==> src/rtl/crc_ser_feed_if.sv <==
// crc_ser_feed_if: ICB register port plus the serial feed toward the CRC engine.
interface crc_ser_feed_if;
    logic        icb_wr;
    logic [7:0]  icb_wadr;
    logic [31:0] icb_wdat;
    logic        icb_wack;
    logic        icb_rd;
    logic [7:0]  icb_radr;
    logic [31:0] icb_rdat;
    logic        icb_rack;
    logic        ser_dat;
    logic        ser_vld;
    logic        ser_crc_en;
    logic        ser_sof;
    logic        ser_eof;
    modport master(
        output icb_wr, icb_wadr, icb_wdat, icb_rd, icb_radr,
        input  icb_wack, icb_rdat, icb_rack, ser_dat, ser_vld, ser_crc_en, ser_sof, ser_eof
    );
    modport slave(
        input  icb_wr, icb_wadr, icb_wdat, icb_rd, icb_radr,
        output icb_wack, icb_rdat, icb_rack, ser_dat, ser_vld, ser_crc_en, ser_sof, ser_eof
    );
endinterface

==> src/rtl/crc_ser_feed.sv <==
// crc_ser_feed: byte FIFO fed over ICB, serialized one bit per cycle with CRC framing qualifiers.
module crc_ser_feed #(
    parameter int FIFO_AW = 2
) (
    input  logic           clk,
    input  logic           rst,
    crc_ser_feed_if.slave  bus,
    output logic           irq
);
    typedef enum logic [2:0] {IDLE, LOAD, SHIFT, STALL, GAP} state_t;
    state_t st;
    logic en, skip, lsb, irq_en, und, ovf, done, f_skip, f_lsb;
    logic [7:0] len, f_len, byte_cnt, sreg, head, src, nxt_byte;
    logic [2:0] bit_cnt;
    logic [7:0] mem [2**FIFO_AW];
    logic [FIFO_AW-1:0] wp, rp;
    logic [FIFO_AW:0] cnt;
    logic con_wr, dat_wr, stat_wr, push, pop, full, empty, abort, end_bit, last, go, unused_ok;

    assign bus.icb_wack = bus.icb_wr;
    assign bus.icb_rack = bus.icb_rd;
    assign con_wr = bus.icb_wr && bus.icb_wadr == 8'd0;
    assign dat_wr = bus.icb_wr && bus.icb_wadr == 8'd1;
    assign stat_wr = bus.icb_wr && bus.icb_wadr == 8'd2;
    assign full = cnt[FIFO_AW];
    assign empty = cnt == '0;
    assign push = dat_wr && !full;
    assign end_bit = st == SHIFT && bit_cnt == 3'd7;
    assign last = byte_cnt == f_len - 8'd1;
    assign abort = con_wr && !bus.icb_wdat[0] && st != IDLE;
    assign pop = st == LOAD || (end_bit && !last && !empty);
    // go: a bit is presented next cycle, either mid-byte or from a freshly popped byte
    assign go = pop || (st == SHIFT && !end_bit);
    assign head = mem[rp];
    assign src = (st == SHIFT && !end_bit) ? sreg : head;
    assign nxt_byte = end_bit ? byte_cnt + 8'd1 : byte_cnt;
    assign irq = irq_en && (und || ovf || done);
    assign unused_ok = ^bus.icb_wdat[31:16];
    assign bus.icb_rdat = bus.icb_radr == 8'd0 ? {16'd0, len, 4'd0, irq_en, lsb, skip, en} :
                          bus.icb_radr == 8'd2 ? (32'(cnt) << 8) | {28'd0, done, ovf, und, st != IDLE} :
                          32'd0;

    always_ff @(posedge clk) begin
        if (push) mem[wp] <= bus.icb_wdat[7:0];
    end

    always_ff @(posedge clk) begin
        if (rst || abort) begin
            wp <= '0;
            rp <= '0;
            cnt <= '0;
        end else begin
            wp <= wp + FIFO_AW'(push);
            rp <= rp + FIFO_AW'(pop);
            cnt <= cnt + (FIFO_AW+1)'(push) - (FIFO_AW+1)'(pop);
        end
    end

    // sticky bits: a set event in the same cycle as a W1C clear wins
    always_ff @(posedge clk) begin
        if (rst) begin
            {len, irq_en, lsb, skip, en} <= '0;
            {und, ovf, done} <= '0;
        end else begin
            if (con_wr) {len, irq_en, lsb, skip, en} <= {bus.icb_wdat[15:8], bus.icb_wdat[3:0]};
            und <= (und && !(stat_wr && bus.icb_wdat[1])) || (end_bit && !last && empty && !abort);
            ovf <= (ovf && !(stat_wr && bus.icb_wdat[2])) || (dat_wr && full);
            done <= (done && !(stat_wr && bus.icb_wdat[3])) || (end_bit && last && !abort);
        end
    end

    always_ff @(posedge clk) begin
        if (rst || abort) begin
            st <= IDLE;
            {f_len, f_skip, f_lsb, byte_cnt, bit_cnt, sreg} <= '0;
            {bus.ser_dat, bus.ser_vld, bus.ser_crc_en, bus.ser_sof, bus.ser_eof} <= '0;
        end else begin
            bus.ser_vld <= go;
            bus.ser_dat <= go && (f_lsb ? src[0] : src[7]);
            bus.ser_sof <= st == LOAD && byte_cnt == 8'd0;
            bus.ser_eof <= st == SHIFT && bit_cnt == 3'd6 && last;
            bus.ser_crc_en <= go && !(f_skip && nxt_byte == 8'd0);
            if (go) sreg <= f_lsb ? src >> 1 : src << 1;
            bit_cnt <= (st == SHIFT && !end_bit) ? bit_cnt + 3'd1 : 3'd0;
            byte_cnt <= st == IDLE ? 8'd0 : (end_bit && !last) ? byte_cnt + 8'd1 : byte_cnt;
            if (st == IDLE && en && !empty) {f_len, f_skip, f_lsb} <= {len, skip, lsb};
            case (st)
                IDLE:    st <= (en && !empty) ? LOAD : IDLE;
                LOAD:    st <= SHIFT;
                SHIFT:   st <= !end_bit ? SHIFT : last ? GAP : empty ? STALL : SHIFT;
                STALL:   st <= empty ? STALL : LOAD;
                default: st <= IDLE;
            endcase
        end
    end
endmodule

==> src/flat_wrapper.sv <==
// flat-port wrapper written by rule: the top's interface ports become plain ports
module crc_ser_feed_flat 
#(
    parameter int FIFO_AW = 2
)
  (clk, rst, irq, bus_icb_wr, bus_icb_wadr, bus_icb_wdat, bus_icb_rd, bus_icb_radr, bus_icb_wack, bus_icb_rdat, bus_icb_rack, bus_ser_dat, bus_ser_vld, bus_ser_crc_en, bus_ser_sof, bus_ser_eof);
  crc_ser_feed_if bus_i ();
  input  logic clk;
  input  logic rst;
  output logic irq;
  input wire logic [$bits(bus_i.icb_wr)-1:0] bus_icb_wr;
  input wire logic [$bits(bus_i.icb_wadr)-1:0] bus_icb_wadr;
  input wire logic [$bits(bus_i.icb_wdat)-1:0] bus_icb_wdat;
  input wire logic [$bits(bus_i.icb_rd)-1:0] bus_icb_rd;
  input wire logic [$bits(bus_i.icb_radr)-1:0] bus_icb_radr;
  output wire logic [$bits(bus_i.icb_wack)-1:0] bus_icb_wack;
  output wire logic [$bits(bus_i.icb_rdat)-1:0] bus_icb_rdat;
  output wire logic [$bits(bus_i.icb_rack)-1:0] bus_icb_rack;
  output wire logic [$bits(bus_i.ser_dat)-1:0] bus_ser_dat;
  output wire logic [$bits(bus_i.ser_vld)-1:0] bus_ser_vld;
  output wire logic [$bits(bus_i.ser_crc_en)-1:0] bus_ser_crc_en;
  output wire logic [$bits(bus_i.ser_sof)-1:0] bus_ser_sof;
  output wire logic [$bits(bus_i.ser_eof)-1:0] bus_ser_eof;
  assign bus_i.icb_wr = bus_icb_wr;
  assign bus_i.icb_wadr = bus_icb_wadr;
  assign bus_i.icb_wdat = bus_icb_wdat;
  assign bus_i.icb_rd = bus_icb_rd;
  assign bus_i.icb_radr = bus_icb_radr;
  assign bus_icb_wack = bus_i.icb_wack;
  assign bus_icb_rdat = bus_i.icb_rdat;
  assign bus_icb_rack = bus_i.icb_rack;
  assign bus_ser_dat = bus_i.ser_dat;
  assign bus_ser_vld = bus_i.ser_vld;
  assign bus_ser_crc_en = bus_i.ser_crc_en;
  assign bus_ser_sof = bus_i.ser_sof;
  assign bus_ser_eof = bus_i.ser_eof;
  crc_ser_feed #(.FIFO_AW(FIFO_AW)) u_core (.clk(clk), .rst(rst), .bus(bus_i), .irq(irq));
endmodule
==> config.mk <==
export PLATFORM = sky130hd
export DESIGN_NAME = crc_ser_feed_flat
export DESIGN_NICKNAME = d
export VERILOG_FILES = /design/src/rtl/crc_ser_feed_if.sv /design/src/rtl/crc_ser_feed.sv /design/src/flat_wrapper.sv
export SDC_FILE = /design/constraint.sdc
export NUM_CORES = 1
export LEC_CHECK = 0
export ABC_AREA = 1
export BUFFER_PORTS_ARGS = -buffer_cell sky130_fd_sc_hd__clkbuf_2
export CAP_MARGIN = 25
export CORE_MARGIN = 3
export CORE_UTILIZATION = 45
export CTS_CLUSTER_DIAMETER = 150
export CTS_CLUSTER_SIZE = 16
export DETAILED_ROUTE_END_ITERATION = 7
export MAX_ROUTING_LAYER = met4
export PLACE_DENSITY_LB_ADDON = 0.05
export SLEW_MARGIN = 20
export SYNTH_ARGS = -nofsm -noshare
export SYNTH_HDL_FRONTEND = slang
export SYNTH_SLANG_ARGS = --single-unit
export TNS_END_PERCENT = 30
==> constraint.sdc <==
create_clock -name clk -period 3.3 [get_ports clk]
set_input_delay 0.33 -clock clk [delete_from_list [all_inputs] [get_ports clk]]
set_output_delay 0.33 -clock clk [all_outputs]
set_load 0.02 [all_outputs]
==> impl_results.html, run 1 <==
<table>
<tr><th>Metric</th><th>Value</th></tr>
<tr><th colspan="2">Run status</th></tr>
<tr><td>Result of the run</td><td>completed</td></tr>
<tr><th colspan="2">Global routing</th></tr>
<tr><td>Wire length of the first global-routing pass</td><td>16.0 mm</td></tr>
<tr><td>Tot GR Track Use</td><td>18.2%</td></tr>
<tr><td>Via count of the first global-routing pass</td><td>3330</td></tr>
<tr><td>Antenna violations before repair</td><td>0</td></tr>
<tr><td>Largest net degree at the start of global routing</td><td>25</td></tr>
<tr><td>Total global routing overflow</td><td>0</td></tr>
<tr><th colspan="2">Layout</th></tr>
<tr><td>Core occupancy in the finished layout</td><td>52.8%</td></tr>
<tr><td>Ratio of cells with drive above 1 in the final layout</td><td>15.8%</td></tr>
<tr><td>Layout net count</td><td>670</td></tr>
<tr><td>Area growth syn-to-layout</td><td>10.7%</td></tr>
<tr><td>Commonest cells after routing, fill and taps aside</td><td>sky130_fd_sc_hd__nor2_1 (86), sky130_fd_sc_hd__inv_1 (75), sky130_fd_sc_hd__nand2_1 (73), sky130_fd_sc_hd__dfxtp_1 (58), sky130_fd_sc_hd__clkbuf_2 (53)</td></tr>
<tr><td>Most common library cell in the layout ignoring fill and taps</td><td>sky130_fd_sc_hd__nor2_1</td></tr>
<tr><td>Diodes inserted</td><td>0</td></tr>
<tr><th colspan="2">Routing</th></tr>
<tr><td>Antenna Violating Nets Remaining</td><td>0</td></tr>
<tr><td>Length of the first detailed-routing pass in iterations</td><td>5</td></tr>
<tr><td>Number of design rule violations left after detail routing</td><td>0</td></tr>
<tr><td>Number of DRC markers after the initial detailed-route iteration</td><td>138</td></tr>
<tr><td>Wire length after detailed routing</td><td>9.77 mm</td></tr>
<tr><td>Number of vias in the routed layout</td><td>3623</td></tr>
<tr><td>Routed WL per cell</td><td>13.2 um</td></tr>
<tr><td>Average vias per placed instance</td><td>4.89</td></tr>
<tr><th colspan="2">Clock network</th></tr>
<tr><td>Number of buffers inserted during clock tree synthesis</td><td>9</td></tr>
<tr><td>Clock transition at the registers of the reported paths</td><td>0.10 ns</td></tr>
<tr><td>CTS hold repair buffers</td><td>0</td></tr>
<tr><td>Worst skew pair latency</td><td>0.36 ns</td></tr>
<tr><td>Clock H-tree levels</td><td>3</td></tr>
<tr><td>Clock sink count</td><td>91</td></tr>
<tr><td>Clock Root Buffer</td><td>sky130_fd_sc_hd__clkbuf_8</td></tr>
<tr><td>Maximum clock path buffer count</td><td>2</td></tr>
<tr><td>CTS tree</td><td>done</td></tr>
<tr><th colspan="2">Critical path</th></tr>
<tr><td>Worst Path Buf+Inv</td><td>4</td></tr>
<tr><td>Most used cell along the critical path</td><td>sky130_fd_sc_hd__nand2_1</td></tr>
<tr><td>Delay of the slowest cell on the worst path</td><td>0.37 ns</td></tr>
<tr><td>Slowest cell on the critical path</td><td>sky130_fd_sc_hd__dfxtp_2</td></tr>
<tr><td>Critical path launch point type</td><td>flop</td></tr>
<tr><td>Worst-path fanout max</td><td>6</td></tr>
<tr><td>List of cells traversed by the critical path</td><td>inv_2, ha_1, inv_1, nand2_1, nand2_1, nand2_1, nand2_1, nand4_1, nor2_2, nand2_2, nand3_4, nand2_1, ha_1, inv_1, ha_1, inv_1, fa_1, or2_2, a21oi_1</td></tr>
<tr><td>WP data required</td><td>3.59 ns</td></tr>
<tr><td>Category of the worst setup path capture point</td><td>flop</td></tr>
<tr><td>Crit path kind</td><td>reg2reg</td></tr>
<tr><td>Number of cell instances on the worst register-to-register path</td><td>19</td></tr>
<tr><td>Number of cells on the critical path</td><td>19</td></tr>
<tr><td>Delay-heaviest family, CP</td><td>simple AND/OR/NAND/NOR gates</td></tr>
<tr><td>Data arrival at the endpoint of the critical path</td><td>3.27 ns</td></tr>
<tr><th colspan="2">Timing</th></tr>
<tr><td>Maximum clock skew at final layout</td><td>0.0164 ns</td></tr>
<tr><td>Final Cycle Share</td><td>90.3%</td></tr>
<tr><td>Setup_tns</td><td>0 ns</td></tr>
<tr><td>Final Slew Violations</td><td>0</td></tr>
<tr><td>Worst-case headroom to the max-slew limit</td><td>34.3%</td></tr>
<tr><td>RSZ-0062 raised after global routing</td><td>false</td></tr>
<tr><td>Time the final worst path needs with I/O delays and setup</td><td>2.98 ns</td></tr>
<tr><td>Final count of negative-setup-slack endpoints</td><td>0</td></tr>
<tr><td>Final Hold Violating Endpoints</td><td>0</td></tr>
<tr><td>Measured slew at the worst slew-check pin</td><td>0.980 ns</td></tr>
<tr><td>Worst slack on hold paths</td><td>0.159 ns</td></tr>
<tr><td>FMAX</td><td>0.335 GHz</td></tr>
<tr><td>Final worst-path setup slack</td><td>0.319 ns</td></tr>
<tr><th colspan="2">Floorplanning</th></tr>
<tr><td>Starting density of the core</td><td>47.7%</td></tr>
<tr><td>Y dimension of the die</td><td>106 um</td></tr>
<tr><td>Die ar.</td><td>11300 um^2</td></tr>
<tr><td>Placement row count</td><td>35</td></tr>
<tr><td>Num ports</td><td>92</td></tr>
<tr><td>Die Width</td><td>106 um</td></tr>
<tr><td>Core ar.</td><td>9500 um^2</td></tr>
<tr><th colspan="2">Power</th></tr>
<tr><td>Sequential group share of total power</td><td>58.9%</td></tr>
<tr><td>Net Sw Frac</td><td>25.1%</td></tr>
<tr><td>Power density relative to cell area</td><td>392 nW/um^2</td></tr>
<tr><td>Internal portion of total power</td><td>0.00147 W</td></tr>
<tr><td>Logic gate share of total power</td><td>3.6%</td></tr>
<tr><td>Clock Power Share</td><td>37.6%</td></tr>
<tr><td>Leakage power</td><td>2.12 nW</td></tr>
<tr><td>NetSw</td><td>0.000493 W</td></tr>
<tr><td>Max IR drop VDD</td><td>0.000216 V</td></tr>
<tr><th colspan="2">Min path</th></tr>
<tr><td>Depth of the worst hold-timing path</td><td>2</td></tr>
<tr><td>Worst Hold Class</td><td>in2reg</td></tr>
<tr><th colspan="2">Synth</th></tr>
<tr><td>Post-Syn Area per Cell</td><td>8.13 um^2</td></tr>
<tr><td>Flops &amp; latches, synth</td><td>91</td></tr>
<tr><td>Number of enable flip-flop cells after synthesis</td><td>32</td></tr>
<tr><td>Dominant cell type by area after synthesis</td><td>sky130_fd_sc_hd__dfxtp_1</td></tr>
<tr><td>Sequential share of the synthesized area</td><td>47.3%</td></tr>
<tr><td>Top flip-flop cell by instance count after synthesis</td><td>sky130_fd_sc_hd__dfxtp_1</td></tr>
<tr><td>Synth Warn #</td><td>0</td></tr>
<tr><td>Post-Syn Area</td><td>4530 um^2</td></tr>
<tr><td>Syn Inst Count</td><td>557</td></tr>
<tr><td>Number of unique standard cell types used by synthesis</td><td>41</td></tr>
<tr><td>Cells taking the most area after synthesis</td><td>sky130_fd_sc_hd__dfxtp_1 (26%), sky130_fd_sc_hd__edfxtp_1 (21%), sky130_fd_sc_hd__nor2_1 (7.2%)</td></tr>
<tr><td>Post-synth top area share</td><td>26.1%</td></tr>
<tr><td>Share of flip-flops with an asynchronous set or reset</td><td>0%</td></tr>
<tr><th colspan="2">Place</th></tr>
<tr><td>Worst-case setup slack after placement</td><td>0.248 ns</td></tr>
<tr><td>Number of buffer cells added on primary ports</td><td>53</td></tr>
<tr><td>Final weighted congestion in routability-driven placement</td><td>0.898</td></tr>
<tr><td>Post-detailed-placement half-perimeter wirelength</td><td>7.22 mm</td></tr>
<tr><th colspan="2">Run</th></tr>
<tr><td>Number of max-capacitance violations reported</td><td>0</td></tr>
</table>
[synth_stat cells (3+ instances only)]
cell,instances
sky130_fd_sc_hd__edfxtp_1,32
sky130_fd_sc_hd__inv_1,76
sky130_fd_sc_hd__or2_2,4
sky130_fd_sc_hd__o22ai_1,8
sky130_fd_sc_hd__nand4_1,9
sky130_fd_sc_hd__dfxtp_1,59
sky130_fd_sc_hd__nand2_2,3
sky130_fd_sc_hd__nor3_1,11
sky130_fd_sc_hd__mux2i_1,6
sky130_fd_sc_hd__ha_1,10
sky130_fd_sc_hd__a21oi_1,34
sky130_fd_sc_hd__nor2_1,87
sky130_fd_sc_hd__nand2_1,73
sky130_fd_sc_hd__buf_2,7
sky130_fd_sc_hd__o21ai_0,43
sky130_fd_sc_hd__o211ai_1,7
sky130_fd_sc_hd__buf_4,24
sky130_fd_sc_hd__clkbuf_1,8
sky130_fd_sc_hd__xnor2_1,5
sky130_fd_sc_hd__xor2_1,8
sky130_fd_sc_hd__nand3_1,17
[worst paths after layout]
kind	from	end	slack, ns
worst max-delay path	u_core.f_len[0]	u_core.cnt[2]	0.32
worst min-delay path	rst	u_core.ovf	0.16
worst max register to register	u_core.f_len[0]	u_core.cnt[2]	0.32
worst min register to register	u_core.bit_cnt[0]	u_core.bit_cnt[0]	0.45
[worst reg2reg max path: stages (launching register included)]
cell                      delay [ns]
sky130_fd_sc_hd__dfxtp_2        0.37
sky130_fd_sc_hd__inv_2          0.08
sky130_fd_sc_hd__ha_1           0.25
sky130_fd_sc_hd__inv_1          0.07
sky130_fd_sc_hd__nand2_1        0.06
sky130_fd_sc_hd__nand2_1        0.08
sky130_fd_sc_hd__nand2_1        0.04
sky130_fd_sc_hd__nand2_1        0.07
sky130_fd_sc_hd__nand4_1        0.10
sky130_fd_sc_hd__nor2_2         0.13
sky130_fd_sc_hd__nand2_2        0.10
sky130_fd_sc_hd__nand3_4        0.10
sky130_fd_sc_hd__nand2_1        0.10
sky130_fd_sc_hd__ha_1           0.29
sky130_fd_sc_hd__inv_1          0.06
sky130_fd_sc_hd__ha_1           0.14
sky130_fd_sc_hd__inv_1          0.05
sky130_fd_sc_hd__fa_1           0.37
sky130_fd_sc_hd__or2_2          0.30
sky130_fd_sc_hd__a21oi_1        0.14
[metal layers]
metal | up-vias | global-route usage, % | wire, um
li1 | 1874 | - | -
met1 | 1652 | 26.3 | 4990
met2 | 93 | 25.8 | 4240
met3 | 4 | 4.61 | 501
met4 | 0 | 3.79 | 44
met5 | - | - | 0
[power by group through the flow]
stage | clock network (W) | logic (W) | registers, W
6_report | 0.000739 | 0.0000699 | 0.00116
5_1_grt | 0.000812 | 0.0000786 | 0.00116
4_1_cts | 0.000768 | 0.0000697 | 0.00116
3_5_place_dp | 0 | 0.0000697 | 0.00118
3_3_place_gp | 0 | 0.0000688 | 0.00118
2_1_floorplan | 0 | 0.0000600 | 0.00118
[flip-flops by register name, summed over array words and instances (netlist names), 2 cells and up]
register,count
u_core.rp,2
u_core.bit_cnt,3
u_core.sreg,8
u_core.byte_cnt,8
u_core.mem,32
u_core.len,8
u_core.cnt,3
u_core.wp,2
u_core.st,3
u_core.f_len,8
[logic make-up (layout without fill, tap and decap cells)]
logic type / Yosys count / in the layout / share of synthesized area [%]
and+or+nand+nor: 216 / 216 / 21.2
buffers and inverters: 120 / 156 / 12.5
AOI/OAI and AO/OA: 99 / 99 / 11.9
DFF: 91 / 91 / 47.3
xor gates and xnor gates: 13 / 13 / 2.51
adders and majority gates: 11 / 11 / 3.20
muxes: 6 / 6 / 1.33
other: 1 / 20 / 0.0828
[area by class of cell]
class	instances	area (um^2)
clock inverter	7	68.8
clock buffer	9	124
multi-input combinational	365	1890
inverter	78	293
tap	129	161
fill	955	4490
timing repair buffer	62	333
sequential	91	2140
[timing repair]
item | in CTS | in global routing
gates resized for setup | 0 | 3
setup endpoints to repair | 0 | 1
setup buffers | 0 | 0
[metrics by stage]
stage	cells	area, um^2	total power, W
global placement	725	4820	0.00125
finish	741	5020	0.00197
floorplan	576	4600	0.00124
CTS	741	5010	0.00200
detailed placement	725	4820	0.00125
global route	741	5020	0.00205
No activity file was read; power rests on OpenSTA's default activity.
==> inputs of run 2 (changes only) <==
--- a/config.mk
+++ b/config.mk
@@ -6,10 +6,11 @@
 export NUM_CORES = 1
 export LEC_CHECK = 0
 export ABC_AREA = 1
+export ABC_CLOCK_PERIOD_IN_PS = 3300
 export BUFFER_PORTS_ARGS = -buffer_cell sky130_fd_sc_hd__clkbuf_2
 export CAP_MARGIN = 25
 export CORE_MARGIN = 3
-export CORE_UTILIZATION = 45
+export CORE_UTILIZATION = 55
 export CTS_CLUSTER_DIAMETER = 150
 export CTS_CLUSTER_SIZE = 16
 export DETAILED_ROUTE_END_ITERATION = 7
==> run 2 against run 1 <==
Cell count fell by 3.8%. Sequential cell count did not move. Register-to-register slack got worse by 0.08 ns. Worst hold slack improved by 0.032 ns. Critical path type unchanged. Critical endpoint unchanged.
==> impl_results.html, run 2 (synthesis gave the netlist of run 1 again) <==
<table>
<tr><th>Metric</th><th>Value</th></tr>
<tr><th colspan="2">Floorplanning</th></tr>
<tr><td>Starting density of the core</td><td>57.7%</td></tr>
<tr><td>Y dimension of the die</td><td>96.7 um</td></tr>
<tr><td>Die ar.</td><td>9360 um^2</td></tr>
<tr><td>Core ar.</td><td>7850 um^2</td></tr>
<tr><td>Die Width</td><td>96.7 um</td></tr>
<tr><td>Placement row count</td><td>32</td></tr>
<tr><td>Num ports</td><td>92</td></tr>
<tr><th colspan="2">Global routing</th></tr>
<tr><td>Antenna violations before repair</td><td>0</td></tr>
<tr><td>Via count of the first global-routing pass</td><td>3434</td></tr>
<tr><td>Wire length of the first global-routing pass</td><td>16.0 mm</td></tr>
<tr><td>Total global routing overflow</td><td>0</td></tr>
<tr><td>Tot GR Track Use</td><td>21.4%</td></tr>
<tr><td>Largest net degree at the start of global routing</td><td>25</td></tr>
<tr><th colspan="2">Layout</th></tr>
<tr><td>Layout net count</td><td>669</td></tr>
<tr><td>Diodes inserted</td><td>0</td></tr>
<tr><td>Area growth syn-to-layout</td><td>10.4%</td></tr>
<tr><td>Final instance area</td><td>5000 um^2</td></tr>
<tr><td>Commonest cells after routing, fill and taps aside</td><td>sky130_fd_sc_hd__nor2_1 (87), sky130_fd_sc_hd__inv_1 (76), sky130_fd_sc_hd__nand2_1 (73), sky130_fd_sc_hd__dfxtp_1 (59), sky130_fd_sc_hd__clkbuf_2 (53)</td></tr>
<tr><td>Most common library cell in the layout ignoring fill and taps</td><td>sky130_fd_sc_hd__nor2_1</td></tr>
<tr><td>Register ranked first by flip-flop count</td><td>u_core.mem</td></tr>
<tr><td>Largest register FFs</td><td>32</td></tr>
<tr><td>Ratio of cells with drive above 1 in the final layout</td><td>15.2%</td></tr>
<tr><td>Core occupancy in the finished layout</td><td>63.7%</td></tr>
<tr><th colspan="2">Critical path</th></tr>
<tr><td>WP data required</td><td>3.59 ns</td></tr>
<tr><td>List of cells traversed by the critical path</td><td>inv_1, ha_1, inv_1, nand2_1, nand2_1, nand2_1, nand2_1, nand4_1, nor2_1, nand2_2, nand3_4, nand2_1, ha_1, inv_1, ha_1, inv_1, fa_1, or2_2, a21oi_1</td></tr>
<tr><td>Worst-path fanout max</td><td>6</td></tr>
<tr><td>Delay of the slowest cell on the worst path</td><td>0.38 ns</td></tr>
<tr><td>Critical path launch point type</td><td>flop</td></tr>
<tr><td>Crit path kind</td><td>reg2reg</td></tr>
<tr><td>Category of the worst setup path capture point</td><td>flop</td></tr>
<tr><td>Most used cell along the critical path</td><td>sky130_fd_sc_hd__nand2_1</td></tr>
<tr><td>Slowest cell on the critical path</td><td>sky130_fd_sc_hd__dfxtp_1</td></tr>
<tr><td>Data arrival at the endpoint of the critical path</td><td>3.35 ns</td></tr>
<tr><th colspan="2">Clock network</th></tr>
<tr><td>Clock transition at the registers of the reported paths</td><td>0.09 ns</td></tr>
<tr><td>Clock Root Buffer</td><td>sky130_fd_sc_hd__clkbuf_8</td></tr>
<tr><td>CTS tree</td><td>done</td></tr>
<tr><td>Number of buffers inserted during clock tree synthesis</td><td>9</td></tr>
<tr><td>Clock sink count</td><td>91</td></tr>
<tr><td>Worst skew pair latency</td><td>0.35 ns</td></tr>
<tr><td>Buffers inserted by post-CTS timing repair</td><td>0</td></tr>
<tr><td>Maximum clock path buffer count</td><td>2</td></tr>
<tr><td>Post-CTS sizing</td><td>0</td></tr>
<tr><td>CTS hold repair buffers</td><td>0</td></tr>
<tr><td>Clock H-tree levels</td><td>3</td></tr>
<tr><th colspan="2">Routing</th></tr>
<tr><td>Average vias per placed instance</td><td>5.13</td></tr>
<tr><td>Number of design rule violations left after detail routing</td><td>0</td></tr>
<tr><td>Antenna Violating Nets Remaining</td><td>0</td></tr>
<tr><td>Routed WL per cell</td><td>13.2 um</td></tr>
<tr><td>Number of vias in the routed layout</td><td>3657</td></tr>
<tr><td>Wire length after detailed routing</td><td>9.41 mm</td></tr>
<tr><td>Length of the first detailed-routing pass in iterations</td><td>4</td></tr>
<tr><td>Number of DRC markers after the initial detailed-route iteration</td><td>174</td></tr>
<tr><th colspan="2">Run status</th></tr>
<tr><td>Result of the run</td><td>completed</td></tr>
<tr><th colspan="2">Power</th></tr>
<tr><td>Leakage power</td><td>2.13 nW</td></tr>
<tr><td>Total Power Consumption</td><td>0.00206 W</td></tr>
<tr><td>Max IR drop VDD</td><td>0.000270 V</td></tr>
<tr><td>Power density relative to cell area</td><td>412 nW/um^2</td></tr>
<tr><th colspan="2">Timing</th></tr>
<tr><td>Maximum clock skew at final layout</td><td>0.0101 ns</td></tr>
<tr><td>Final count of negative-setup-slack endpoints</td><td>0</td></tr>
<tr><td>Time the final worst path needs with I/O delays and setup</td><td>3.06 ns</td></tr>
<tr><td>Measured slew at the worst slew-check pin</td><td>0.716 ns</td></tr>
<tr><td>Setup_tns</td><td>0 ns</td></tr>
<tr><td>Final Hold Violating Endpoints</td><td>0</td></tr>
<tr><td>RSZ-0062 raised after global routing</td><td>false</td></tr>
<tr><td>Final Cycle Share</td><td>92.8%</td></tr>
<tr><td>FMAX</td><td>0.327 GHz</td></tr>
<tr><td>Final Slew Violations</td><td>0</td></tr>
<tr><td>Final worst-path setup slack</td><td>0.237 ns</td></tr>
<tr><td>Worst-case headroom to the max-slew limit</td><td>51.8%</td></tr>
<tr><th colspan="2">Run</th></tr>
<tr><td>Number of max-capacitance violations reported</td><td>0</td></tr>
<tr><th colspan="2">Place</th></tr>
<tr><td>Post-detailed-placement half-perimeter wirelength</td><td>6.98 mm</td></tr>
<tr><td>Number of buffer cells added on primary ports</td><td>53</td></tr>
<tr><td>Placed cell areas</td><td>4780 um^2</td></tr>
<tr><td>Worst-case setup slack after placement</td><td>0.268 ns</td></tr>
<tr><td>Final weighted congestion in routability-driven placement</td><td>0.872</td></tr>
<tr><th colspan="2">Min path</th></tr>
<tr><td>Worst Hold Class</td><td>in2reg</td></tr>
</table>
-- run 2: final cells by class --
class,count,area (um^2)
clock buffers,9,124
clock inverters,7,96.3
fillers,731,2850
inverters,78,293
multi-input cells,365,1890
flip-flops and latches,91,2140
well taps,102,128
repair buffers,61,325
-- run 2: final timing paths --
path,start,end,slack (ns),cells past startpoint
max,u_core.f_len[0],u_core.cnt[2],0.24,19
min,bus_icb_wdat[5],u_core.mem[0][5],0.19,1
max reg2reg,u_core.f_len[0],u_core.cnt[2],0.24,19
min reg2reg,u_core.bit_cnt[0],u_core.bit_cnt[0],0.46,1
-- run 2: where the power goes --
part	internal (W)	switching [W]	leakage [nW]
sequential	0.00116	0.000000279	0.762
combinational	0.0000206	0.0000497	1.26
clock	0.000432	0.000399	0.111
-- run 2: worst max-delay path: cells and delay by family, from the launching register on --
kind	cells	cell delay [ns]
compound gates	1	0.13
fa+ha+maj	4	1.06
buf+inv	4	0.32
flops	1	0.38
simple gates	10	1.12
-- run 2: per-layer routing --
metal | vias up | wire [um] | track usage, %
met1 | 1696 | 4830 | 30.5
met4 | 0 | 80 | 5.18
li1 | 1866 | - | -
met5 | - | 0 | -
met3 | 7 | 444 | 4.18
met2 | 88 | 4060 | 31.7
-- run 2: stage by stage --
stage | hold WS (ns) | cells
floorplan | 0.399 | 576
global placement | 0.424 | 697
detailed placement | 0.440 | 697
CTS | 0.182 | 713
global route | 0.179 | 713
finish | 0.191 | 713
